===== src/rtl/exec_pkg.sv =====
// Shared encodings for the execute-stage ALU and the iterative multiply/divide path.
package exec_pkg;

  localparam logic [3:0] ALU_ADD  = 4'd0;
  localparam logic [3:0] ALU_SUB  = 4'd1;
  localparam logic [3:0] ALU_SLL  = 4'd2;
  localparam logic [3:0] ALU_SLT  = 4'd3;
  localparam logic [3:0] ALU_SLTU = 4'd4;
  localparam logic [3:0] ALU_XOR  = 4'd5;
  localparam logic [3:0] ALU_SRL  = 4'd6;
  localparam logic [3:0] ALU_SRA  = 4'd7;
  localparam logic [3:0] ALU_OR   = 4'd8;
  localparam logic [3:0] ALU_AND  = 4'd9;

  localparam logic [1:0] ALUOP_ADD   = 2'b00;
  localparam logic [1:0] ALUOP_SUB   = 2'b01;
  localparam logic [1:0] ALUOP_RTYPE = 2'b10;
  localparam logic [1:0] ALUOP_LUI   = 2'b11;

  localparam logic [2:0] F3_MUL    = 3'b000;
  localparam logic [2:0] F3_MULH   = 3'b001;
  localparam logic [2:0] F3_MULHSU = 3'b010;
  localparam logic [2:0] F3_MULHU  = 3'b011;
  localparam logic [2:0] F3_DIV    = 3'b100;
  localparam logic [2:0] F3_DIVU   = 3'b101;
  localparam logic [2:0] F3_REM    = 3'b110;
  localparam logic [2:0] F3_REMU   = 3'b111;

  typedef enum logic [2:0] {
    ST_IDLE,
    ST_MUL,
    ST_DIV,
    ST_FIX,
    ST_DONE
  } state_e;

  // Base-op control decode; unlisted R/I-type combinations fall back to ADD.
  function automatic logic [3:0] base_ctrl(input logic [1:0] alu_op,
                                           input logic       f7_5,
                                           input logic [2:0] f3);
    logic [3:0] c;
    c = ALU_ADD;
    case (alu_op)
      ALUOP_SUB: c = ALU_SUB;
      ALUOP_RTYPE: begin
        case ({f7_5, f3})
          4'b0000: c = ALU_ADD;
          4'b1000: c = ALU_SUB;
          4'b0001: c = ALU_SLL;
          4'b0010: c = ALU_SLT;
          4'b0011: c = ALU_SLTU;
          4'b0100: c = ALU_XOR;
          4'b0101: c = ALU_SRL;
          4'b1101: c = ALU_SRA;
          4'b0110: c = ALU_OR;
          4'b0111: c = ALU_AND;
          default: c = ALU_ADD;
        endcase
      end
      default: c = ALU_ADD;
    endcase
    return c;
  endfunction

endpackage


===== src/rtl/mdu_iter.sv =====
// Iterative unsigned shift-add multiplier / restoring divider with sign fix-up.
// Runs one iteration per cycle while run is high; res_c is valid in the fix-up cycle.
module mdu_iter #(
  parameter int unsigned XLEN = 32
) (
  input  logic            clk,
  input  logic            rst_n,
  input  logic            flush,
  input  logic            start,
  input  logic            run,
  input  logic            is_div,
  input  logic            sel_hi,
  input  logic            a_signed,
  input  logic            b_signed,
  input  logic [XLEN-1:0] op_a,
  input  logic [XLEN-1:0] op_b,
  output logic            last_c,
  output logic [XLEN-1:0] res_c
);

  localparam int unsigned CW = $clog2(XLEN);

  logic [2*XLEN-1:0] acc_q, acc_d;
  logic [XLEN-1:0]   opnd_q, opnd_d;
  logic [CW-1:0]     cnt_q, cnt_d;
  logic              is_div_q, is_div_d;
  logic              sel_hi_q, sel_hi_d;
  logic              neg_q, neg_d;

  logic              a_neg, b_neg;
  logic [XLEN-1:0]   mag_a, mag_b;
  logic [XLEN:0]     part;
  logic [XLEN:0]     rem_sh;
  logic              rem_ge;
  logic [2*XLEN-1:0] prod;
  logic [XLEN-1:0]   quo, rem;

  always_comb begin
    a_neg = a_signed & op_a[XLEN-1];
    b_neg = b_signed & op_b[XLEN-1];
    mag_a = a_neg ? -op_a : op_a;
    mag_b = b_neg ? -op_b : op_b;
  end

  assign last_c = run & (cnt_q == CW'(XLEN - 1));

  // Mul: acc = {partial, multiplier}. Div: acc = {remainder, dividend/quotient}.
  always_comb begin
    acc_d    = acc_q;
    opnd_d   = opnd_q;
    cnt_d    = cnt_q;
    is_div_d = is_div_q;
    sel_hi_d = sel_hi_q;
    neg_d    = neg_q;
    part     = {1'b0, acc_q[2*XLEN-1:XLEN]} + (acc_q[0] ? {1'b0, opnd_q} : '0);
    rem_sh   = {acc_q[2*XLEN-1:XLEN], acc_q[XLEN-1]};
    rem_ge   = (rem_sh >= {1'b0, opnd_q});
    if (flush) begin
      cnt_d = '0;
    end else if (start) begin
      acc_d    = is_div ? {{XLEN{1'b0}}, mag_a} : {{XLEN{1'b0}}, mag_b};
      opnd_d   = is_div ? mag_b : mag_a;
      cnt_d    = '0;
      is_div_d = is_div;
      sel_hi_d = sel_hi;
      neg_d    = (is_div & sel_hi) ? a_neg : (a_neg ^ b_neg);
    end else if (run) begin
      cnt_d = last_c ? '0 : cnt_q + CW'(1);
      if (is_div_q) begin
        acc_d = {(rem_ge ? XLEN'(rem_sh - {1'b0, opnd_q}) : rem_sh[XLEN-1:0]),
                 acc_q[XLEN-2:0], rem_ge};
      end else begin
        acc_d = {part, acc_q[XLEN-1:1]};
      end
    end
  end

  always_comb begin
    prod  = neg_q ? -acc_q : acc_q;
    quo   = neg_q ? -acc_q[XLEN-1:0] : acc_q[XLEN-1:0];
    rem   = neg_q ? -acc_q[2*XLEN-1:XLEN] : acc_q[2*XLEN-1:XLEN];
    if (is_div_q) res_c = sel_hi_q ? rem : quo;
    else          res_c = sel_hi_q ? prod[2*XLEN-1:XLEN] : prod[XLEN-1:0];
  end

  always_ff @(posedge clk or negedge rst_n) begin
    if (!rst_n) begin
      acc_q    <= '0;
      opnd_q   <= '0;
      cnt_q    <= '0;
      is_div_q <= 1'b0;
      sel_hi_q <= 1'b0;
      neg_q    <= 1'b0;
    end else begin
      acc_q    <= acc_d;
      opnd_q   <= opnd_d;
      cnt_q    <= cnt_d;
      is_div_q <= is_div_d;
      sel_hi_q <= sel_hi_d;
      neg_q    <= neg_d;
    end
  end

endmodule


===== src/rtl/exec_unit_m.sv =====
// Execute-stage unit: single-cycle RV32I ALU plus multi-cycle M-extension ops,
// with valid/ready handshakes on the request and result sides.
module exec_unit_m
  import exec_pkg::*;
#(
  parameter int unsigned XLEN     = 32,
  parameter bit          ENABLE_M = 1'b1
) (
  input  logic            clk,
  input  logic            rst_n,
  input  logic            flush,
  input  logic            in_valid,
  output logic            in_ready,
  input  logic [1:0]      alu_op,
  input  logic [2:0]      funct3,
  input  logic            funct7_5,
  input  logic            funct7_0,
  input  logic [XLEN-1:0] op_a,
  input  logic [XLEN-1:0] op_b,
  output logic            out_valid,
  input  logic            out_ready,
  output logic [XLEN-1:0] result,
  output logic            zero
);

  localparam int unsigned     SHW     = $clog2(XLEN);
  localparam logic [XLEN-1:0] INT_MIN = {1'b1, {(XLEN-1){1'b0}}};

  state_e          state_q, state_d;
  logic [XLEN-1:0] result_q, result_d;
  logic            zero_q, zero_d;
  logic            out_valid_q, out_valid_d;

  logic            accept, is_m, mdu_start, mdu_run, mdu_last_c;
  logic [XLEN-1:0] mdu_res_c;
  logic [3:0]      ctrl;
  logic [SHW-1:0]  shamt;
  logic [XLEN-1:0] alu_res, special_res, base_res;
  logic            a_signed, b_signed, sel_hi, div_zero, div_ovf, div_special;

  assign in_ready = (state_q == ST_IDLE) | ((state_q == ST_DONE) & out_ready);
  assign accept   = in_valid & in_ready & ~flush;
  assign is_m     = ENABLE_M & (alu_op == ALUOP_RTYPE) & funct7_0;
  assign mdu_run  = (state_q == ST_MUL) | (state_q == ST_DIV);

  // Decode, operand signedness and divide special cases resolved at accept.
  always_comb begin
    ctrl        = base_ctrl(alu_op, funct7_5, funct3);
    a_signed    = (funct3 == F3_MULH) | (funct3 == F3_MULHSU) |
                  (funct3 == F3_DIV)  | (funct3 == F3_REM);
    b_signed    = (funct3 == F3_MULH) | (funct3 == F3_DIV) | (funct3 == F3_REM);
    sel_hi      = funct3[2] ? funct3[1] : (funct3[1:0] != 2'b00);
    div_zero    = (op_b == '0);
    div_ovf     = ~funct3[0] & (op_a == INT_MIN) & (op_b == '1);
    div_special = is_m & funct3[2] & (div_zero | div_ovf);
    if (div_zero) special_res = funct3[1] ? op_a : '1;
    else          special_res = funct3[1] ? '0 : op_a;
  end

  always_comb begin
    shamt = op_b[SHW-1:0];
    case (ctrl)
      ALU_ADD:  alu_res = op_a + op_b;
      ALU_SUB:  alu_res = op_a - op_b;
      ALU_SLL:  alu_res = op_a << shamt;
      ALU_SLT:  alu_res = XLEN'($signed(op_a) < $signed(op_b));
      ALU_SLTU: alu_res = XLEN'(op_a < op_b);
      ALU_XOR:  alu_res = op_a ^ op_b;
      ALU_SRL:  alu_res = op_a >> shamt;
      ALU_SRA:  alu_res = XLEN'($signed(op_a) >>> shamt);
      ALU_OR:   alu_res = op_a | op_b;
      ALU_AND:  alu_res = op_a & op_b;
      default:  alu_res = op_a + op_b;
    endcase
    base_res = div_special ? special_res : alu_res;
  end

  mdu_iter #(.XLEN(XLEN)) u_mdu (
    .clk      (clk),
    .rst_n    (rst_n),
    .flush    (flush),
    .start    (mdu_start),
    .run      (mdu_run),
    .is_div   (funct3[2]),
    .sel_hi   (sel_hi),
    .a_signed (a_signed),
    .b_signed (b_signed),
    .op_a     (op_a),
    .op_b     (op_b),
    .last_c   (mdu_last_c),
    .res_c    (mdu_res_c)
  );

  always_comb begin
    state_d     = state_q;
    result_d    = result_q;
    zero_d      = zero_q;
    out_valid_d = out_valid_q;
    mdu_start   = 1'b0;
    case (state_q)
      ST_IDLE, ST_DONE: begin
        if ((state_q == ST_DONE) && out_ready) begin
          out_valid_d = 1'b0;
          state_d     = ST_IDLE;
        end
        if (accept) begin
          if (is_m && !div_special) begin
            mdu_start   = 1'b1;
            out_valid_d = 1'b0;
            state_d     = funct3[2] ? ST_DIV : ST_MUL;
          end else begin
            result_d    = base_res;
            zero_d      = (base_res == '0);
            out_valid_d = 1'b1;
            state_d     = ST_DONE;
          end
        end
      end
      ST_MUL, ST_DIV: begin
        if (mdu_last_c) state_d = ST_FIX;
      end
      ST_FIX: begin
        result_d    = mdu_res_c;
        zero_d      = (mdu_res_c == '0);
        out_valid_d = 1'b1;
        state_d     = ST_DONE;
      end
      default: state_d = ST_IDLE;
    endcase
    // Abort drops the op but leaves the last presented result in place.
    if (flush) begin
      state_d     = ST_IDLE;
      out_valid_d = 1'b0;
      result_d    = result_q;
      zero_d      = zero_q;
      mdu_start   = 1'b0;
    end
  end

  always_ff @(posedge clk or negedge rst_n) begin
    if (!rst_n) begin
      state_q     <= ST_IDLE;
      result_q    <= '0;
      zero_q      <= 1'b0;
      out_valid_q <= 1'b0;
    end else begin
      state_q     <= state_d;
      result_q    <= result_d;
      zero_q      <= zero_d;
      out_valid_q <= out_valid_d;
    end
  end

  assign out_valid = out_valid_q;
  assign result    = result_q;
  assign zero      = zero_q;

endmodule

===== config.mk =====
export PLATFORM = sky130hd
export DESIGN_NAME = exec_unit_m
export DESIGN_NICKNAME = d
export VERILOG_FILES = /design/src/rtl/exec_pkg.sv /design/src/rtl/mdu_iter.sv /design/src/rtl/exec_unit_m.sv
export SDC_FILE = /design/constraint.sdc
export NUM_CORES = 1
export LEC_CHECK = 0
export CORE_AREA = 2 2 454 231
export CTS_CLUSTER_SIZE = 8
export DETAILED_ROUTE_END_ITERATION = 10
export DIE_AREA = 0 0 456 233
export HOLD_SLACK_MARGIN = 0.06
export SLEW_MARGIN = 30
export SYNTH_ARGS = -nofsm -noshare
export SYNTH_HDL_FRONTEND = slang
export SYNTH_HIERARCHICAL = 1
export SYNTH_SLANG_ARGS = --single-unit

===== constraint.sdc =====
create_clock -name clk -period 5.85 [get_ports clk]
set_clock_uncertainty 0.05 [all_clocks]
set_input_delay 0.8775 -clock clk [delete_from_list [all_inputs] [get_ports clk]]
set_output_delay 0.8775 -clock clk [all_outputs]
set_load 0.02 [all_outputs]

-- Word-level counts from Yosys, hierarchy flattened
Memory sizes are Yosys's and may differ from the RTL's.
Index checks and enable logic that the tools add are counted.
- bits in registers: 141
- bits in read-only memories: 64
- word-level logic and storage cells: 147
- memories kept: 1
- add/sub/neg operators: 10
- order comparisons: 3
- eq/ne operators: 26
- shift operators: 3
- multiplexer cells: 49
- bitwise logic cells: 26
- reduce and logical (&&, ||, !) cells: 19
- memory list (memory ; words ; bits a word ; read ports ; clocked after Yosys merged registers in ; wr ports ; RTL line ; text):
    (name not given) ; 16 ; 4 ; 1 ; 0 ; 0 ; exec_pkg.sv:46 ; case ({f7_5, f3})
- operators by type and width (cell ; number):
    32-bit 2-to-1 mux ; 17
    32-bit case mux with 9 select lines ; 1
    64-bit 2-to-1 mux ; 4
    32-bit negator ; 4
    32-bit zero test ; 3
    32-bit equality test, second input constant ; 2
    32-bit < comparator ; 2
    64-bit negator ; 1
    32-bit case mux with 2 select lines ; 1
    32-bit subtractor ; 2
    32-bit by 32-bit adder with 33-bit output ; 1
    33-bit by 32-bit >= comparator with 1-bit output ; 1
    32-bit adder ; 1
    32-bit bitwise AND ; 1
    32-bit OR ; 1
    32-bit by 5-bit left shift with 32-bit output ; 1
    32-bit by 5-bit >> shifter with 32-bit output ; 1
    32-bit by 5-bit >>> shifter with 32-bit output ; 1
    32-bit bitwise XOR ; 1
    5-bit 2-to-1 mux ; 4
    4-bit by 3-bit equality test with 1-bit output, second input constant ; 4
    3-bit 2-to-1 mux ; 5
    1-bit bitwise AND ; 12
    1-bit 2-to-1 mux ; 12
    other kinds (28) ; 53

-- Longest topological paths before layout
- depth in word-level cells: 13
- depth in mapped cells: 21

-- Modules after synthesis
The synthesis kept the hierarchy.
- modules (own cells, without submodules) (module ; times used ; cells each ; area an instance (µm²) ; sequential area each (µm²)):
    exec_unit_m ; 1 ; 1807 ; 12977.4 ; 925.9
    mdu_iter ; 1 ; 1684 ; 12336.8 ; 2602.5

-- Worst setup path after synthesis
OpenSTA, ideal clock, no wires.
- path kind: input-to-reg
- start: in op_b[3]
- end: reg zero_q, in the netlist zero
- arrival time: 4.850 ns
- slack: 0.858 ns
- cell stages on the path: 20
- cells stage by stage: buf_2 > buf_2 > inv_1 > clkbuf_1 > clkbuf_1 > ha_1 > buf_2 > and3_1 > a221oi_2 > o211ai_1 > nor3b_2 > o21ai_1 > o221a_4 > or3_1 > o21ai_1 > o32a_1 > or3b_1 > nor4_1 > nand3_1 > o31ai_2
- word-level cells in the longest chain between the ends: 9
- ends and longest elaborated chain (what ; RTL line ; text):
    start: declaration ; exec_unit_m.sv:19 ; input logic [XLEN-1:0] op_b,
    branches (longest 9 deep; another with 32-bit adder) ; - ;
    end signal: assignment ; exec_unit_m.sv:149 ; zero_q <= zero_d;
    end: declaration ; exec_unit_m.sv:31 ; logic zero_q, zero_d;
Several ways; the timed one is not identified. The select of a mux whose other input is x is not followed.
A chain may end at the register's enable or synchronous reset.

-- Final worst setup path
- start: in funct3[1]
- end: reg zero_q, in the netlist zero
- word-level cells in the longest chain between the ends: 9
- ends and longest elaborated chain (what ; RTL line ; text):
    start: declaration ; exec_unit_m.sv:15 ; input logic [2:0] funct3,
    memory read 16 x 4 bit ; - ;
    4-bit case mux with 2 select lines ; exec_pkg.sv:43 ; case (alu_op)
    4-bit equality test (tied with other cells) ; exec_unit_m.sv:62 ; case (ctrl)
    32-bit case mux with 9 select lines ; exec_unit_m.sv:62 ;
    32-bit 2-to-1 mux (*) ; exec_unit_m.sv:75 ; base_res = div_special ? special_res : alu_res;
    32-bit zero test (*) ; exec_unit_m.sv:113 ; zero_d = (base_res == '0);
    1-bit 2-to-1 mux (*) ; exec_unit_m.sv:107 ; if (is_m && !div_special) begin
    1-bit 2-to-1 mux (*) ; exec_unit_m.sv:106 ; if (accept) begin
    1-bit case mux with 2 select lines (*) ; exec_unit_m.sv:100 ; case (state_q)
Every way passes the cells marked *; elsewhere a longest branch is shown, timed or not. The select of a mux whose other input is x is not followed.

==> qor.txt <==
Outcome: finished, violations left
Failing checks: setup timing
Num CTS Buffers: 17
Initial antenna violation count: 11
# rows: 83
LEAKAGE: 13.8 nW
Largest cells by area after synthesis: dfrtp_1 (14%), ha_1 (8.6%), o21ai_0 (6.4%)
Fin nets: 4,124
Arrival time worst endpoint: 6240 ps
Top-area cell type share of the netlist area: 13.9%
Max IR drop VDD: 0.000297 V
Simple-gate share of the synthesized area: 21.3%
Worst-Margin Slew: 1200 ps
Reg clk slew, reported paths: 80 ps
PD cells: 228 mW/mm2
CTS Buffer Depth: 2
Worst Hold Class: in2async
Most frequent cell after synthesis: nor2_1
Primary FF master, synth: dfrtp_1
Number of routed nets with antenna violations: 0
Syn_nets: 3,744
Critical path class: in2reg
Final setup vio count: 1
Share of cells above drive strength 1: 19.1%
Mux share of post-synthesis cell area: 10.8%
Max FO, Critical Path: 9
R2R depth: 13
Crit path capture type: flip-flop
Final worst path period need: 5900 ps
Placed instance area: 0.0313 mm2
Worst R2R End: zero$_DFFE_PN0P_
DR WL/cell: 32.6 um
IO buf count: 110
Slew headroom: 19.3%
Die W: 456 um
XOR/XNOR share of the synthesized area: 7.02%
Asr flop ratio synth: 100%
Gr ovfl total: 0
Achievable Freq: 169 MHz
Final WL: 171 mm
Design Area, Final: 0.0321 mm2
Largest net degree at the start of global routing: 120
Die area: 0.106 mm2
DR vias: 31,900
WP data required: 6190 ps
DIE HEIGHT: 233 um
CORE AREA: 0.102 mm2
GR Util All Layers: 31.3%
Post-synthesis adder-cell area fraction: 9.22%
Slew Limit Fails: 0
Final hold viol count: 0
Largest area contributor in the netlist: dfrtp_1
Reg-to-reg startpoint: u_mdu/acc_q[10]$_DFFE_PN0P_
DRC violations left: 0
#FFs+latches synth: 141
Initial core utilization: 24.8%
Vias in the first global route: 28,400
CTS Sinks: 141
Layout fillers: 11,100
Fin crit share: 101%
Pre-Repair DR Iteration Count: 6
Commonest cells post-synth: nor2_1 (334), nand2_1 (331), o21ai_0 (323)
Synth Instances: 3,491
DPL Wire Length: 142 mm
Flip-flop and latch area: 0.00353 mm2
CTS HTree Levels: 4
Post-Syn Area: 0.0253 mm2
Ys Warns: 6
Slack of the critical path: -54.1 ps
Post-synthesis compound-gate area fraction: 30.3%
GP Congestion: 1.10
Startpoint Class: input pin
Mean Syn Cell Area: 7.25 um2
Clk Latency, worst-skew pair: 470 ps
Sequential fraction of the synthesis area: 13.9%
MaxCap Viol Count: 0
Largest family of logic cells by synthesized area: compound AO/OA/AOI/OAI gates
I/O pins: 111
TNS Setup: -54.1 ps
Synth unique cells: 117
First-pass GRT wire length: 235 mm
CTS root buf: clkbuf_16
Post-synth EDFFs: 0
Detailed Route Iter0 Violations: 5,619
CTS tree: yes
Worst R2R Setup Slack: 140 ps
Via density: 6.07
Area used by multi-input combinational logic: 0.0201 mm2
Area growth, synth to finish: 26.8%
## cell type report
cell class | count | share of cell area [%]
diodes | 7 | 0.0546
flip-flops and latches | 141 | 11.0
multi-input cells | 2910 | 62.8
clock inverters | 15 | 0.597
repair buffers | 624 | 16.8
clock buffers | 17 | 1.33
inverters | 177 | 2.09
well taps | 1360 | 5.30
## flip-flops by register name, summed over array words and instances (netlist names)
signal	cells
out_valid	1
result	32
state_q	3
u_mdu/acc_q	64
u_mdu/cnt_q	5
u_mdu/is_div_q	1
u_mdu/neg_q	1
u_mdu/opnd_q	32
u_mdu/sel_hi_q	1
zero	1
## worst max path at each step
stage                    from               end  slack (ps)  cells past startpoint
CTS                 funct3[1]  zero$_DFFE_PN0P_          50                     20
global route        funct3[0]  zero$_DFFE_PN0P_          -8                     20
finish              funct3[1]  zero$_DFFE_PN0P_         -50                     20
floorplan             op_b[3]  zero$_DFFE_PN0P_         860                     20
detailed placement  funct3[0]  zero$_DFFE_PN0P_        -780                     20
global placement    funct3[0]  zero$_DFFE_PN0P_        -750                     20
## power breakdown
group          internal, mW  switching (mW)
logic                  1.77            3.19
registers              1.07           0.124
clock network         0.584           0.592
## worst max-delay path, cell delays in order
cell and delay, ps:
clkdlybuf4s50_1 490, buf_6 220, ha_1 240, mux2i_2 310, nor2_1 210, buf_4 190, nor4_2 350, o21bai_1 160
a32oi_1 470, a32oi_2 210, nor4_2 280, buf_4 150, nand4b_1 140, nor4_2 330, nand4_1 470, buf_4 330
nor4_4 310, buf_4 160, nand3_1 90, o31ai_2 220
## kinds of logic after synthesis
| group | Yosys count |
|---|---|
| and+or+nand+nor | 1125 |
| xor gates and xnor gates | 203 |
| DFF | 141 |
| buffers and inverters | 440 |
| adders and majority gates | 186 |
| muxes | 218 |
| AOI/OAI and AO/OA | 1178 |
## layer usage
layer / up-vias / part of all wire, % / GRT usage, %
met5: - / 0.16 / 1.54
met4: 12 / 1.1 / 3.24
met3: 146 / 20 / 20.5
met2: 2466 / 29 / 31.7
met1: 15600 / 49 / 49.9
li1: 13700 / - / -
## cell usage in the layout (no fill, tap or decap), drive strengths merged, types with 18 or more instances in the layout
| cell type | count |
|---|---|
| mux2 | 31 |
| o21ai | 342 |
| nand2 | 332 |
| or3 | 30 |
| ha | 173 |
| o41ai | 27 |
| nand2b | 31 |
| o21bai | 20 |
| or4 | 19 |
| o22ai | 25 |
| clkdlybuf4s50 | 102 |
| nor3 | 107 |
| and3 | 21 |
| o21a | 28 |
| o221ai | 25 |
| o31ai | 40 |
| a31oi | 31 |
| nor2b | 23 |
| xor2 | 78 |
| nor4 | 45 |
| a22oi | 22 |
| inv | 183 |
| nand3 | 65 |
| mux4 | 40 |
| a211oi | 45 |
| and2 | 20 |
| o211ai | 30 |
| a21o | 50 |
| nand4 | 34 |
| a221oi | 19 |
| xnor2 | 125 |
| mux2i | 147 |
| a21oi | 306 |
| dfrtp | 141 |
| nor2 | 334 |
| clkbuf | 18 |
| buf | 521 |
## timing repair
action | CTS | global route
endpoints found under the setup margin | 1 | 1
pin swaps | 2 | 5
hold buffers | 0 | 0
setup buffers | 1 | 0
gates resized for setup | 4 | 29
## metrics by stage
| step | power (mW) | worst slack [ps] | std cells | hold slack (ps) | utilization [%] |
|---|---|---|---|---|---|
| 3_5_place_dp | 5.81 | -778 | 5211 | 416 | 30.7 |
| 5_1_grt | 7.56 | -7.83 | 5249 | 193 | 31.5 |
| 4_1_cts | 7.01 | 46.3 | 5244 | 192 | 31.3 |
| 2_1_floorplan | 3.72 | 858 | 3491 | 400 | - |
| 3_3_place_gp | 5.82 | -748 | 5211 | 414 | 30.7 |
| 6_report | 7.33 | -54.1 | 5251 | 202 | 31.5 |
Note: power is estimated with default switching activity, not from simulation.
